### src/rtl/vec_pack.sv
// vec_pack: gathers one float per beat into a zero-padded VEC_SIZE-wide packed vector.
// Latency: m_valid rises one cycle after the closing beat is accepted while the output is free.
// Backpressure: s_ready = !pend; filling continues while the output is full, only a blocked close stalls.
// Optional: define VEC_PACK_NAN_FLAG_EN to add m_has_nan (any real element is a NaN).
module vec_pack #(
  parameter int EXP_WIDTH = 8,
  parameter int MAN_WIDTH = 23,
  parameter int BIAS      = -127,
  parameter int VEC_SIZE  = 17,
  localparam int FW = 1 + EXP_WIDTH + MAN_WIDTH,
  localparam int LW = $clog2(VEC_SIZE + 1)
) (
  input  logic                   clk,
  input  logic                   rst_n,
  input  logic                   s_valid,
  output logic                   s_ready,
  input  logic [FW-1:0]          s_data,
  input  logic                   s_last,
  output logic                   m_valid,
  input  logic                   m_ready,
  output logic [VEC_SIZE*FW-1:0] m_data,
  output logic [LW-1:0]          m_len
`ifdef VEC_PACK_NAN_FLAG_EN
  ,
  output logic                   m_has_nan
`endif
);

  // The exponent bias must be representable in the exponent field; a
  // one-element vector is not a vector.
  if (VEC_SIZE < 2 || -BIAS >= (1 << EXP_WIDTH)) begin : g_bad_cfg
    $error("vec_pack: unsupported parameter combination");
  end

  // Fill buffer: slot VEC_SIZE-1 is never stored, the last element always
  // closes the vector and goes straight to the output (or the pend capture).
  logic [FW-1:0]          slots_q [VEC_SIZE-1];
  logic [FW-1:0]          slots_d [VEC_SIZE-1];
  logic [LW-1:0]          cnt_q, cnt_d;
  logic                   pend_q, pend_d;
  logic [FW-1:0]          pend_elem_q, pend_elem_d;
  logic                   m_valid_q, m_valid_d;
  logic [VEC_SIZE*FW-1:0] m_data_q, m_data_d;
  logic [LW-1:0]          m_len_q, m_len_d;

  logic                   accept;
  logic                   closing;
  logic                   out_free;
  logic                   load;
  logic [FW-1:0]          asm_elem;
  logic [VEC_SIZE*FW-1:0] asm_vec;
  logic [LW-1:0]          asm_len;

`ifdef VEC_PACK_NAN_FLAG_EN
  logic                   nan_acc_q, nan_acc_d;
  logic                   m_has_nan_q, m_has_nan_d;
  logic                   elem_nan;
`endif

  // Handshake decode shared by the fill and output paths.
  always_comb begin
    accept   = s_valid && !pend_q;
    closing  = s_last || (cnt_q == LW'(VEC_SIZE - 1));
    out_free = !m_valid_q || m_ready;
    load     = pend_q ? out_free : (accept && closing && out_free);
  end

  // Assemble the outgoing vector: stored slots below cnt, the closing element
  // at cnt (captured copy while pending), zeros above.
  always_comb begin
    asm_elem = pend_q ? pend_elem_q : s_data;
    asm_vec  = '0;
    for (int i = 0; i < VEC_SIZE - 1; i++) begin
      if (LW'(i) < cnt_q) asm_vec[i*FW +: FW] = slots_q[i];
    end
    for (int i = 0; i < VEC_SIZE; i++) begin
      if (LW'(i) == cnt_q) asm_vec[i*FW +: FW] = asm_elem;
    end
    asm_len = cnt_q + LW'(1);
  end

  // Next-state for fill buffer, pend capture and output register.
  always_comb begin
    slots_d     = slots_q;
    cnt_d       = cnt_q;
    pend_d      = pend_q;
    pend_elem_d = pend_elem_q;
    m_valid_d   = m_valid_q;
    m_data_d    = m_data_q;
    m_len_d     = m_len_q;

    if (pend_q) begin
      if (out_free) begin
        pend_d = 1'b0;
        cnt_d  = '0;
      end
    end else if (accept) begin
      if (closing) begin
        if (out_free) begin
          cnt_d = '0;
        end else begin
          pend_d      = 1'b1;
          pend_elem_d = s_data;
        end
      end else begin
        for (int i = 0; i < VEC_SIZE - 1; i++) begin
          if (cnt_q == LW'(i)) slots_d[i] = s_data;
        end
        cnt_d = cnt_q + LW'(1);
      end
    end

    if (load) begin
      m_valid_d = 1'b1;
      m_data_d  = asm_vec;
      m_len_d   = asm_len;
    end else if (m_ready) begin
      m_valid_d = 1'b0;
    end
  end

  // State registers; reset discards any partial vector.
  always_ff @(posedge clk or negedge rst_n) begin
    if (!rst_n) begin
      for (int i = 0; i < VEC_SIZE - 1; i++) slots_q[i] <= '0;
      cnt_q       <= '0;
      pend_q      <= 1'b0;
      pend_elem_q <= '0;
      m_valid_q   <= 1'b0;
      m_data_q    <= '0;
      m_len_q     <= '0;
    end else begin
      slots_q     <= slots_d;
      cnt_q       <= cnt_d;
      pend_q      <= pend_d;
      pend_elem_q <= pend_elem_d;
      m_valid_q   <= m_valid_d;
      m_data_q    <= m_data_d;
      m_len_q     <= m_len_d;
    end
  end

  assign s_ready = !pend_q;
  assign m_valid = m_valid_q;
  assign m_data  = m_data_q;
  assign m_len   = m_len_q;

`ifdef VEC_PACK_NAN_FLAG_EN
  // Sticky NaN accumulation; a pending close has already folded its element in.
  always_comb begin
    elem_nan    = (&s_data[FW-2 -: EXP_WIDTH]) && (|s_data[MAN_WIDTH-1:0]);
    nan_acc_d   = nan_acc_q;
    m_has_nan_d = m_has_nan_q;
    if (load) begin
      nan_acc_d   = 1'b0;
      m_has_nan_d = pend_q ? nan_acc_q : (nan_acc_q | elem_nan);
    end else if (accept) begin
      nan_acc_d = nan_acc_q | elem_nan;
    end
  end

  // NaN flag registers, loaded alongside m_data.
  always_ff @(posedge clk or negedge rst_n) begin
    if (!rst_n) begin
      nan_acc_q   <= 1'b0;
      m_has_nan_q <= 1'b0;
    end else begin
      nan_acc_q   <= nan_acc_d;
      m_has_nan_q <= m_has_nan_d;
    end
  end

  assign m_has_nan = m_has_nan_q;
`endif

endmodule

### config.mk
export PLATFORM = sky130hd
export DESIGN_NAME = vec_pack
export DESIGN_NICKNAME = d
export VERILOG_FILES = /design/src/rtl/vec_pack.sv
export SDC_FILE = /design/constraint.sdc
export NUM_CORES = 2
export LEC_CHECK = 0
export CAP_MARGIN = 40
export CORE_ASPECT_RATIO = 0.7
export CORE_MARGIN = 2
export CORE_UTILIZATION = 55
export DETAILED_ROUTE_END_ITERATION = 16
export DONT_BUFFER_PORTS = 1
export GPL_ROUTABILITY_DRIVEN = 0
export PLACE_DENSITY = 0.7
export SYNTH_ARGS = -nofsm -noshare
export SYNTH_HDL_FRONTEND = slang
export SYNTH_SLANG_ARGS = --single-unit
### constraint.sdc
create_clock -name clk -period 2.7 [get_ports clk]
set_clock_uncertainty 0.1 [all_clocks]
set_input_delay 0.54 -clock clk [delete_from_list [all_inputs] [get_ports clk]]
set_output_delay 0.54 -clock clk [all_outputs]
set_load 0.05 [all_outputs]
==> flow_summary_export.csv <==
group,metric,value,unit
drt,dr.pass1.iters,6,
drt,routed_via_density,6.67,
cells_and_area,regArea,27500,µm²
drt,routed_wl,150000,µm
placed_design,numPortBuffers,0,
run_status,outcome,"finished with violations",
cells_and_area,drive_above_1_share,23.6,%
clock_network,clk_latency,0.67,ns
power,peakVddDrop,624,µV
floorplanning,dieArea,84300,µm²
grt,grt_pass1_wl,219000,µm
run_status,violations,"negative hold slack, negative setup slack",
clock_network,post_cts_buffers,0,
setup_path,cp.required,3.15,ns
setup_path,r2r-end,"m_data[81]",
clock_network,holdBufCountCts,33,
yosys,ys_types,44,
clock_network,cts_tree,"done",
setup_path,setup.worst_path.start,"cnt_q[0]",
setup_path,cp-start-kind,"flip-flop",
yosys,ys_ff_latch,1100,
setup_path,reg2reg_from,"cnt_q[0]",
setup_path,worstPathCellList,"inv_1 -> ha_2 -> nand4bb_2 -> a211o_4 -> buf_12 -> buf_4 -> a221oi_1 -> nor2_1",
clock_network,clk_path_buf_depth,3,
cells_and_area,nets,3799,
sta,maxSlewHeadroom,29.9,%
grt,grt_pass1_vias,31700,
yosys,syn_nets,3856,
yosys,syn_area,45100,µm²
floorplanning,die_h,244,µm
grt,grt_max_degree,1101,
floorplanning,die_w,346,µm
grt,grt_overflow_total,0,
clock_network,cts_sinks,1100,
clock_network,clk_pin_slew,0.06,ns
clock_network,cts_max_level,3,
sta,tns,-0.000629,ns
setup_path,crit_slowest_cell,"a211o_4",
setup_path,worstSetupPathType,"reg -> reg",
setup_path,end_kind,"flip-flop",
drt,vias,32900,
yosys,ys_warn_count,0,
run,cap_violations,0,
setup_path,cpPeakStageDelay,0.41,ns
sta,worst_pin_slew,1.05,ns
yosys,yosys_most_used_dff,"dfrtp_1",
drt,drt_iter0_markers,4185,
grt,antenna_found_initial,22,
setup_path,endpoint,"m_data[81]",
setup_path,rr_worst_depth,8,
sta,min_period,2.70,ns
yosys,postSynthAreaPerCell,11.8,µm²
drt,drc_errors,0,
placed_design,hpwl,88600,µm
floorplanning,initial_core_util,55.8,%
sta,fin_crit_sh,100,%
floorplanning,placementRows,87,
yosys,yosysTopAreaCell,"dfrtp_1",
yosys,yosysSeqAreaShare,61.0,%
setup_path,ff2ff_setup_slack,-0.0006,ns
sta,drv_slew,0,
sta,hold_viol,319,
floorplanning,core,80900,µm²
drt,ant_nets,0,
cells_and_area,fillers,6249,
yosys,synth-async-reset-ratio,100,%
yosys,synth_top_area_share,61.0,%
grt,gr-usage-all-layers,34.9,%
yosys,syn_inst,3816,
setup_path,cp_max_fo,118,
sta,whs,-0.537,ns
cells_and_area,multi_input_area,16300,µm²
cells_and_area,area_growth,13.5,%
min_path,hp-class,"in -> async",
setup_path,worstPathArrival,3.15,ns
power,powerDensity,975,nW/µm²
sta,setup_viol,1,
floorplanning,num_io_pins,588,
yosys,synth_edf_count,0,
sta,rsz0062_at_grt,"false",
sta,fmax,370,MHz
power,p_leak,23.7,nW
drt,wl_per_cell,30.4,µm
sta,setup_ws,-0.000629,ns
yosys,yosys-top-cells-area,"dfrtp_1 61%, mux2_2 13%, a221oi_1 9.3%",
clock_network,cts_root_buffer,"clkbuf_16",
clock_network,numCtsBuffers,101,
-- logic make-up (layout without fill, tap and decap cells) --
kind of cell	count (synthesis)	in the layout	share of synthesized area, %
buffers and inverters	367	395	3.40
xor gates and xnor gates	3	3	0.0583
adders and majority gates	3	3	0.0832
other	0	22	0
muxes	576	576	14.4
and+or+nand+nor	1227	1227	10.9
AOI/OAI and AO/OA	540	540	10.1
DFF	1100	1100	61.0
-- worst min-delay path by stage --
stage,from,to,cells past startpoint
floorplan,rst_n,cnt_q[0],0
global placement,rst_n,m_data[228],0
detailed placement,rst_n,m_data[252],0
CTS,rst_n,m_data[252],0
global route,rst_n,m_data[248],0
finish,rst_n,m_data[248],0
-- Yosys cell counts (2+ instances only) --
library cell	instances
o21bai_1	3
nor3_1	4
a221oi_1	480
or4_1	2
buf_2	122
nor4_2	3
inv_2	2
nor3_2	4
o21ai_0	8
nand3b_1	33
o21ai_1	8
xnor2_1	3
or3_1	3
nand2_1	120
buf_1	37
nor2_1	1003
clkbuf_1	198
mux2_2	528
dfrtp_1	1100
a31oi_1	32
inv_1	7
ha_1	3
nand2b_1	6
a21oi_1	4
mux2_1	48
nand3_1	37
-- metal layers --
layer  global-route usage, %  wire length (µm)  vias up
met2                    48.7             64200     1969
li1                        -                 -    13500
met3                    14.0             20200      317
met1                    49.7             61300    17100
met4                    11.3              4490        8
met5                       0                48        -
-- stage by stage --
step | area [µm²] | utilization, % | power (mW) | setup slack [ns] | std cells
2_1_floorplan | 45100 | - | 32.2 | 0.286 | 3816
3_3_place_gp | 46700 | 57.7 | 34.4 | 0.152 | 4657
3_5_place_dp | 46700 | 57.8 | 34.7 | 0.0674 | 4660
4_1_cts | 50500 | 62.5 | 49.5 | 0.0624 | 4881
5_1_grt | 51200 | 63.3 | 51.6 | 0.0205 | 4920
6_report | 51200 | 63.3 | 49.9 | -0.000629 | 4934
-- registers in the layout, indices dropped and copies added, names as in the netlist --
name / count
m_data: 544
slots_q: 512
pend_elem_q: 32
cnt_q: 5
m_len: 5
m_valid: 1
pend_q: 1
-- cell type report --
type	instances	area share [%]
multi-input combinational	2349	31.8
timing repair buffer	198	5.06
inverter	9	0.0660
tap	1068	2.61
antenna	22	0.108
sequential	1100	53.8
clock inverter	29	0.648
clock buffer	159	5.95
-- repair_timing --
item / CTS / global route
setup endpoints to repair: 0 / 434
endpoints found under the hold margin: 1646 / 319
gates resized for setup: 0 / 2
-- critical path, delay by kind of cell (launching register included) --
| family | cells | cell delay [ns] |
|---|---|---|
| buffers and inverters | 3 | 0.60 |
| flip-flops | 1 | 0.40 |
| adder cells (fa/ha/maj) | 1 | 0.26 |
| AO/OA/AOI/OAI | 2 | 0.74 |
| AND/OR/NAND/NOR | 2 | 0.30 |
-- where the power goes --
part           total, mW  internal, mW  leakage [nW]  switching [mW]
clock network       14.7          8.33          1.67            6.33
registers           28.9          19.5          14.0            9.38
logic               6.32          2.64          7.99            3.68
-- cells in the final DEF (no fill, tap or decap), types with 3 or more instances in the layout --
| cell | n |
|---|---|
| buf_4 | 90 |
| clkbuf_16 | 105 |
| clkinv_2 | 17 |
| bufinv_16 | 6 |
| a31oi_1 | 32 |
| clkbuf_1 | 30 |
| buf_16 | 13 |
| nand2_1 | 116 |
| buf_12 | 50 |
| xnor2_1 | 3 |
| nor2_1 | 996 |
| nand2_2 | 5 |
| nand3b_1 | 33 |
| diode_2 | 22 |
| o21ai_4 | 7 |
| dfrtp_1 | 1098 |
| nor2_4 | 5 |
| a21oi_1 | 4 |
| buf_6 | 4 |
| mux2_2 | 528 |
| o21ai_0 | 8 |
| nand3_1 | 35 |
| buf_8 | 14 |
| a221oi_1 | 479 |
| nor3_4 | 4 |
| or3_1 | 3 |
| inv_1 | 7 |
| nand2b_1 | 6 |
| clkbuf_8 | 26 |
| mux2_1 | 48 |
| dlygate4sd3_1 | 25 |
Note: power is estimated with default switching activity, not from simulation.
